$ cat config.mk
export PLATFORM = sky130hd
export DESIGN_NAME = gate_counter
export DESIGN_NICKNAME = d
export VERILOG_FILES = /design/src/rtl/gate_counter_pkg.sv /design/src/rtl/gate_counter_bcd_digit.sv /design/src/rtl/gate_counter.sv
export SDC_FILE = /design/constraint.sdc
export NUM_CORES = 1
export LEC_CHECK = 0
export CAP_MARGIN = 5
export CORE_AREA = 10 10 70 72
export CTS_CLUSTER_SIZE = 25
export DETAILED_ROUTE_END_ITERATION = 12
export DIE_AREA = 0 0 80 82
export PLACE_DENSITY_LB_ADDON = 0.08
export SKIP_LAST_GASP = 1
export SLEW_MARGIN = 10
export SYNTH_ARGS = -nofsm -noshare
export SYNTH_HDL_FRONTEND = slang
export SYNTH_SLANG_ARGS = --single-unit
$ cat constraint.sdc
create_clock -name clk -period 4.29 [get_ports clk]
set_input_delay 0.429 -clock clk [delete_from_list [all_inputs] [get_ports clk]]
set_output_delay 0.429 -clock clk [all_outputs]
set_load 0.03 [all_outputs]
$ cat src/rtl/gate_counter_pkg.sv
// Shared definitions for the gate counter: FSM state encoding, range codes
// and the decade limit used by each BCD digit.
package gate_counter_pkg;

    typedef enum logic [1:0] {
        IDLE  = 2'd0,
        COUNT = 2'd1,
        LATCH = 2'd2,
        CLEAR = 2'd3
    } state_t;

    localparam logic [1:0] RANGE_1HZ   = 2'b01;
    localparam logic [1:0] RANGE_10HZ  = 2'b10;
    localparam logic [1:0] RANGE_100HZ = 2'b11;

    localparam logic [3:0] DIGIT_MAX = 4'd9;

endpackage

$ cat src/rtl/gate_counter_bcd_digit.sv
// One decade (0-9) of the BCD counter. The carry output is combinational so
// a whole chain of digits can advance on the same clock edge.
module bcd_digit
    import gate_counter_pkg::*;
(
    input  logic       clk,
    input  logic       rst,
    input  logic       clr,
    input  logic       en,
    input  logic       hold,
    output logic [3:0] q,
    output logic       carry
);

    // hold freezes the digit when the whole counter is saturated at all nines
    always_ff @(posedge clk) begin
        if (!rst) begin
            q <= 4'd0;
        end else if (clr) begin
            q <= 4'd0;
        end else if (en && !hold) begin
            q <= (q == DIGIT_MAX) ? 4'd0 : q + 4'd1;
        end
    end

    assign carry = en && (q == DIGIT_MAX);

endmodule

$ cat src/rtl/gate_counter.sv
// Counts synchronised rising edges of sig_in while the gate window is open and
// latches the result as packed BCD with range and overflow on the gate's fall.
module gate_counter
    import gate_counter_pkg::*;
#(
    parameter int DIGITS      = 4,
    parameter int SYNC_STAGES = 2
) (
    input  logic                  clk,
    input  logic                  rst,
    input  logic                  sig_in,
    input  logic                  gate_in,
    input  logic                  sel_ok,
    input  logic [1:0]            range_flag,
    output logic [4*DIGITS-1:0]   bcd_out,
    output logic [1:0]            range_out,
    output logic                  ovf,
    output logic                  valid,
    output logic                  busy
);

    logic [SYNC_STAGES-1:0] sig_sync;
    logic [SYNC_STAGES-1:0] gate_sync;
    logic                   sig_prev;
    logic                   gate_prev;
    logic                   sig_rise;
    logic                   gate_rise;
    logic                   gate_fall;

    state_t                 state;
    state_t                 next_state;
    logic                   counter_clr;
    logic                   latch_en;
    logic                   count_en;
    logic                   saturate;
    logic                   ovf_sticky;
    logic [4*DIGITS-1:0]    count;

    always_ff @(posedge clk) begin
        if (!rst) begin
            sig_sync  <= '0;
            gate_sync <= '0;
            sig_prev  <= 1'b0;
            gate_prev <= 1'b0;
        end else begin
            sig_sync  <= {sig_sync[SYNC_STAGES-2:0], sig_in};
            gate_sync <= {gate_sync[SYNC_STAGES-2:0], gate_in};
            sig_prev  <= sig_sync[SYNC_STAGES-1];
            gate_prev <= gate_sync[SYNC_STAGES-1];
        end
    end

    assign sig_rise  = sig_sync[SYNC_STAGES-1] && !sig_prev;
    assign gate_rise = gate_sync[SYNC_STAGES-1] && !gate_prev;
    assign gate_fall = !gate_sync[SYNC_STAGES-1] && gate_prev;

    always_ff @(posedge clk) begin
        if (!rst) begin
            state <= IDLE;
        end else begin
            state <= next_state;
        end
    end

    // Losing sel_ok mid-window wins over a coincident gate fall: nothing is latched
    always_comb begin
        next_state = state;
        case (state)
            IDLE:    if (gate_rise && sel_ok) next_state = COUNT;
            COUNT: begin
                if (!sel_ok) begin
                    next_state = CLEAR;
                end else if (gate_fall) begin
                    next_state = LATCH;
                end
            end
            LATCH:   next_state = CLEAR;
            CLEAR:   next_state = IDLE;
            default: next_state = IDLE;
        endcase
    end

    always_comb begin
        busy        = (state == COUNT);
        latch_en    = (state == LATCH);
        counter_clr = (state == IDLE) || (state == CLEAR);
    end

    assign count_en = (state == COUNT) && sig_rise;

    for (genvar i = 0; i < DIGITS; i++) begin : g_digit
        logic en_i;
        logic carry_i;
        if (i == 0) begin : g_first
            assign en_i = count_en;
        end else begin : g_next
            assign en_i = g_digit[i-1].carry_i;
        end
        bcd_digit u_digit (
            .clk   (clk),
            .rst   (rst),
            .clr   (counter_clr),
            .en    (en_i),
            .hold  (saturate),
            .q     (count[4*i +: 4]),
            .carry (carry_i)
        );
    end

    // A carry out of the top digit means the count is already all nines
    assign saturate = g_digit[DIGITS-1].carry_i;

    always_ff @(posedge clk) begin
        if (!rst) begin
            ovf_sticky <= 1'b0;
        end else if (state == CLEAR) begin
            ovf_sticky <= 1'b0;
        end else if (saturate) begin
            ovf_sticky <= 1'b1;
        end
    end

    always_ff @(posedge clk) begin
        if (!rst) begin
            bcd_out   <= '0;
            range_out <= 2'b00;
            ovf       <= 1'b0;
            valid     <= 1'b0;
        end else begin
            valid <= latch_en;
            if (latch_en) begin
                bcd_out   <= count;
                range_out <= range_flag;
                ovf       <= ovf_sticky;
            end
        end
    end

endmodule
==> qor.txt, run 1 <==
status -> completed
drt wl/cell -> 13.1 um
Fin Clk Skew -> 0.0130 ns
Synth Area per Inst -> 9.55 um^2
router iterations before antenna repair -> 5
Tcrit/Tclk final -> 52.1%
crit path kind -> register to output port
Max Root-Sink Buffers -> 2
Yosys warnings -> 0
first-pass GRT wire length -> 6.28 mm
Post-synth EDFFs -> 0
GR Util met1 -> 13.2%
min-delay src -> gate_sync[0]
GP Congestion -> 0.769
crit path DAT -> 1.81 ns
worst skew pair latency -> 0.36 ns
synth cell count leaders -> 45 x dfxtp_1, 27 x nor2_1, 22 x mux2i_1
MaxCap Viol Count -> 0
Fill cells -> 313
Slew Limit Fails -> 0
DP HPWL -> 2.57 mm
most common cell in the netlist -> dfxtp_1
gr busiest metal -> met2
All-Layer GR Usage -> 11.8%
core area -> 3580 um^2
Mapped Area -> 1930 um^2
Hold Vio Cnt, Final -> 0
crit path capture type -> output port
GR Util met3 -> 5.02%
diode count -> 0
largest net degree at the start of global routing -> 22
CTS Buf Count -> 5
Hold WC Path Type -> register to register
Iteration-0 DRC Markers -> 66
Startpoint Class -> register
FF+latch count, synth -> 45
met2 Use GR -> 20.0%
vias -> 1440
vias in the first global route -> 1421
area leader, netlist -> dfxtp_1
power density over the cells -> 399 nW/um^2
routed wire length -> 3.60 mm
clk slew on worst S/H paths -> 0.12 ns
Initial Utilization -> 53.9%
Post-CTS Repair Setup Buffers -> 0
Lkg Pwr -> 0.000801 uW
ys flop type -> dfxtp_1
num ports -> 28
worst hold slack -> 0.448 ns
nets@finish -> 238
data required time of the critical path -> 3.86 ns
fmax -> 447 MHz
CP max stage delay -> 0.71 ns
Synth top area share -> 46.7%
die area -> 6560 um^2
share of layout cells above drive strength 1 -> 4.85%
CP max FO -> 5
setup TNS -> 0 ns
# H-tree levels -> 2
Die Y -> 82 um
CTS tree -> yes
vias per cell -> 5.24
slowest CP cell -> clkdlybuf4s50_1
DRC viols -> 0
sequential share of the synthesized area -> 46.7%
die width -> 80 um
initial antenna violation count -> 0
port bufs -> 27
Root Driver -> clkbuf_4
Critical R2R Launch -> state[1]
Post-synth ARST share -> 0%
Worst Tran Pin Value -> 1.20 ns
Final min period -> 2.24 ns
Setup crit start -> state[1]
count of final setup violators -> 0
GRT overflow -> 0
DRT antenna net count -> 0
clock tree sinks -> 45
Synth Net Count -> 214
peak supply drop -> 0.288 mV
slew margin rel. -> 20.1%
Post-DP Area -> 2210 um^2
Post-Layout Inst Area -> 2290 um^2
P&R area growth vs syn -> 18.9%
crit-path cells -> inv_1 > ha_1 > clkdlybuf4s50_1
site row count -> 22
Synth cell types -> 41
hold-fix buffers at CTS -> 0
top cells by area, synth -> dfxtp_1 47%, mux2i_1 11%, nor2_1 5.3%, ha_1 3.2%, a21oi_1 2.6%
CTS resizes -> 0
Post-Syn Instances -> 202
RSZ-0062 raised after global routing -> false
kinds of logic after synthesis:
kind of cell / count (synthesis) / synth area share [%]
buf+inv: 18 / 4.34
fa+ha+maj: 5 / 3.24
simple gates: 79 / 23.0
flops: 45 / 46.7
mux: 22 / 11.4
compound gates: 31 / 10.4
xor+xnor: 2 / 0.908
flip-flops by register name, indices dropped and copies added (netlist names):
signal,count
bcd_out,16
g_digit.u_digit.q,16
gate_prev,1
gate_sync,2
ovf,1
ovf_sticky,1
range_out,2
sig_prev,1
sig_sync,2
state,2
valid,1
metrics by stage:
step           util (%)  power, uW  setup slack [ns]  std cells
6_report           64.1        915              2.05        275
5_1_grt            64.1        960              1.94        275
4_1_cts            64.1        923              2.03        275
3_5_place_dp       61.6        654              2.24        267
3_3_place_gp       61.6        644              2.33        267
2_1_floorplan         -        602              2.32        202
report_power, final:
group	internal [uW]	total [uW]	switching (uW)
clock network	139	270	131
registers	432	441	9.22
logic	84.4	204	120
critical path: cells and delay by family, from the launching register on:
kind / cells / cell delay (ns)
buf+inv: 2 / 0.84
flops: 1 / 0.36
fa+ha+maj: 1 / 0.26
worst paths after layout:
| kind | depth (start not counted) | endpoint | slack (ns) |
|---|---|---|---|
| setup / recovery | 3 | busy | 2.05 |
| hold / removal | 1 | gate_sync[1] | 0.45 |
| setup reg to reg | 6 | g_digit[3].u_digit.q[1] | 2.18 |
| hold reg to reg | 1 | gate_sync[1] | 0.45 |
cell type report:
type                            instances  area (um^2)  area share (%)
Timing Repair Buffer                   27          270            11.8
Clock inverter                          2         37.5            1.64
Tap cell                               48         60.1            2.62
Multi-Input combinational cell        139          945            41.2
Clock buffer                            6         51.3            2.24
Inverter                                8         30.0            1.31
Sequential cell                        45          901            39.3
cell usage in the layout, fill, tap and decap left out, drive strengths merged, types with 2 or more instances in the layout:
cell type / instances
a211oi: 2
a21oi: 10
a221oi: 2
a31oi: 2
and2: 8
and4bb: 2
clkbuf: 6
clkdlybuf4s50: 27
dfxtp: 45
ha: 5
inv: 8
mux2i: 22
nand2: 10
nand2b: 2
nand3: 3
nand3b: 3
nand4: 2
nor2: 27
nor2b: 5
nor3: 4
o21a: 2
o21ai: 6
o31ai: 3
or3: 2
or4: 3
xor2: 2
metal layers:
| metal | vias to the layer above | routed length, um |
|---|---|---|
| met5 | - | 0 |
| met4 | 0 | 63 |
| met3 | 6 | 290 |
| met2 | 32 | 1650 |
| met1 | 654 | 1600 |
| li1 | 748 | - |
No activity file was read; power rests on OpenSTA's default activity.
==> inputs of run 2 (changes only) <==
--- a/config.mk
+++ b/config.mk
@@ -6,10 +6,10 @@
 export NUM_CORES = 1
 export LEC_CHECK = 0
 export CAP_MARGIN = 5
-export CORE_AREA = 10 10 70 72
+export CORE_AREA = 10 10 72 74
 export CTS_CLUSTER_SIZE = 25
 export DETAILED_ROUTE_END_ITERATION = 12
-export DIE_AREA = 0 0 80 82
+export DIE_AREA = 0 0 82 84
 export PLACE_DENSITY_LB_ADDON = 0.08
 export SKIP_LAST_GASP = 1
 export SLEW_MARGIN = 10
==> constraint.sdc (replaced) <==
create_clock -name clk -period 2.1 [get_ports clk]
set_input_delay 0.21 -clock clk [delete_from_list [all_inputs] [get_ports clk]]
set_output_delay 0.21 -clock clk [all_outputs]
set_load 0.03 [all_outputs]
==> qor.txt, run 2 (same netlist as run 1, synthesis figures left out) <==
GRT overflow -> 0 (unchanged)
status -> completed (unchanged)
site row count -> 23 (was 22)
drt wl/cell -> 13.3 um (was 13.1 um)
P&R area growth vs syn -> 22.2% (was 18.9%)
GP Congestion -> 0.789 (was 0.769)
MaxCap Viol Count -> 0 (unchanged)
min-delay src -> gate_sync[0] (unchanged)
clk slew on worst S/H paths -> 0.08 ns (was 0.12 ns)
Slew Limit Fails -> 0 (unchanged)
Worst Tran Pin Value -> 0.676 ns (was 1.20 ns)
Int Pwr -> 1370 uW (was 655 uW)
peak supply drop -> 0.593 mV (was 0.288 mV)
sequential share of power -> 47.1% (was 48.2%)
All-Layer GR Usage -> 11.8% (about the same)
Post-DP Area -> 2250 um^2 (was 2210 um^2)
Setup crit start -> state[1] (unchanged)
crit path kind -> register to output port (unchanged)
Post-Layout Inst Area -> 2360 um^2 (was 2290 um^2)
vias -> 1466 (was 1440)
Hold Vio Cnt, Final -> 0 (unchanged)
num ports -> 28 (unchanged)
count of final setup violators -> 0 (unchanged)
hold-fix buffers at CTS -> 0 (unchanged)
data required time of the critical path -> 1.89 ns (was 3.86 ns)
CTS Buf Count -> 5 (unchanged)
vias per cell -> 5.18 (was 5.24)
setup TNS -> 0 ns (unchanged)
Root Driver -> clkbuf_8 (was clkbuf_4)
routed wire length -> 3.77 mm (was 3.60 mm)
DRT antenna net count -> 0 (unchanged)
nets@finish -> 244 (was 238)
Iteration-0 DRC Markers -> 87 (was 66)
share of layout cells above drive strength 1 -> 7.73% (was 4.85%)
# H-tree levels -> 2 (unchanged)
core area -> 3860 um^2 (was 3580 um^2)
DP HPWL -> 2.79 mm (was 2.57 mm)
total net switching power -> 547 uW (was 260 uW)
slew margin rel. -> 54.9% (was 20.1%)
vias in the first global route -> 1462 (was 1421)
most frequent cells in the layout -> 45 x dfxtp_1, 27 x nor2_1, 27 x clkdlybuf4s50_1 (unchanged)
Startpoint Class -> register (unchanged)
FF-to-FF setup slack -> 0.21 ns (was 2.18 ns)
Critical R2R Launch -> state[1] (unchanged)
die area -> 6890 um^2 (was 6560 um^2)
RSZ-0062 raised after global routing -> false (unchanged)
Tcrit/Tclk final -> 91.4%
final core utilization -> 61.1% (was 64.1%)
combinational fraction of design power -> 22.7% (was 22.3%)
power density over the cells -> 812 nW/um^2 (was 399 nW/um^2)
first-pass GRT wire length -> 6.62 mm (was 6.28 mm)
Hold WC Path Type -> register to register (unchanged)
diode count -> 0 (unchanged)
DRC viols -> 0 (unchanged)
Post-CTS Repair Setup Buffers -> 0 (unchanged)
router iterations before antenna repair -> 4 (was 5)
crit path capture type -> output port (unchanged)
fmax -> 521 MHz
worst skew pair latency -> 0.30 ns (was 0.36 ns)
Max Root-Sink Buffers -> 2 (unchanged)
CP max FO -> 5 (unchanged)
biggest regs -> bcd_out (16), g_digit.u_digit.q (16) (unchanged)
clock tree sinks -> 45 (unchanged)
port bufs -> 27 (unchanged)
largest net degree at the start of global routing -> 22 (unchanged)
Lkg Pwr -> 0.000840 uW (was 0.000801 uW)
crit path DAT -> 1.71 ns (was 1.81 ns)
die width -> 82 um (was 80 um)
initial antenna violation count -> 0 (unchanged)
Clk pwr share -> 30.3% (was 29.5%)
Die Y -> 84 um (was 82 um)
Initial Utilization -> 50.0% (was 53.9%)
sw frac -> 28.6% (was 28.5%)
most common cell after layout, fill and taps aside -> dfxtp_1 (unchanged)
CTS tree -> yes (unchanged)
Fin Clk Skew -> 0.00444 ns (was 0.0130 ns)
Final min period -> 1.92 ns
-- run 2: worst paths after layout --
path	cells past startpoint	endpoint
worst max register to register	6	g_digit[3].u_digit.q[1]
worst min-delay path	1	gate_sync[1]
worst min register to register	1	gate_sync[1]
worst max-delay path	3	busy
-- run 2: through the flow --
stage | cells | hold WS (ns) | power (uW) | setup WS, ns
after floorplan | 202 | 0.337 | 1230 | 0.127
after global placement | 275 | 0.415 | 1340 | 0.313
after detailed placement | 275 | 0.423 | 1350 | 0.188
after CTS | 283 | 0.442 | 1930 | 0.119
after global routing | 283 | 0.448 | 2010 | 0.0352
final | 283 | 0.438 | 1910 | 0.181
-- run 2: worst max-delay path, cell delays in order, from the launching register on --
cell             delay, ns
dfxtp_1               0.34
inv_1                 0.13
ha_2                  0.24
clkdlybuf4s50_1       0.70
-- run 2: final cells by class --
cell class	instances	area, um^2
inverter	8	30.0
multi-input combinational	139	947
tap	50	62.6
clock inverter	1	5.00
clock buffer	7	96.3
timing repair buffer	33	315
fill	329	1500
sequential	45	901
-- run 2: timing repair --
item | in CTS | in global routing
endpoints found under the setup margin | 0 | 1
endpoints found under the hold margin | 0 | 0
resized for setup | 0 | 1
-- run 2: power by group through the flow --
stage | logic (uW) | clock network [uW] | registers [uW]
global placement | 418 | 0 | 918
finish | 434 | 579 | 901
detailed placement | 433 | 0 | 922
floorplan | 294 | 0 | 935
global route | 475 | 629 | 905
CTS | 435 | 596 | 901
-- run 2: per-layer routing --
layer	routed length [um]	part of all wire, %	GRT usage, %
met1	1670	44	13.7
met4	65	1.7	5.42
met5	0	0	0
met3	291	7.7	4.53
met2	1740	46	18.5
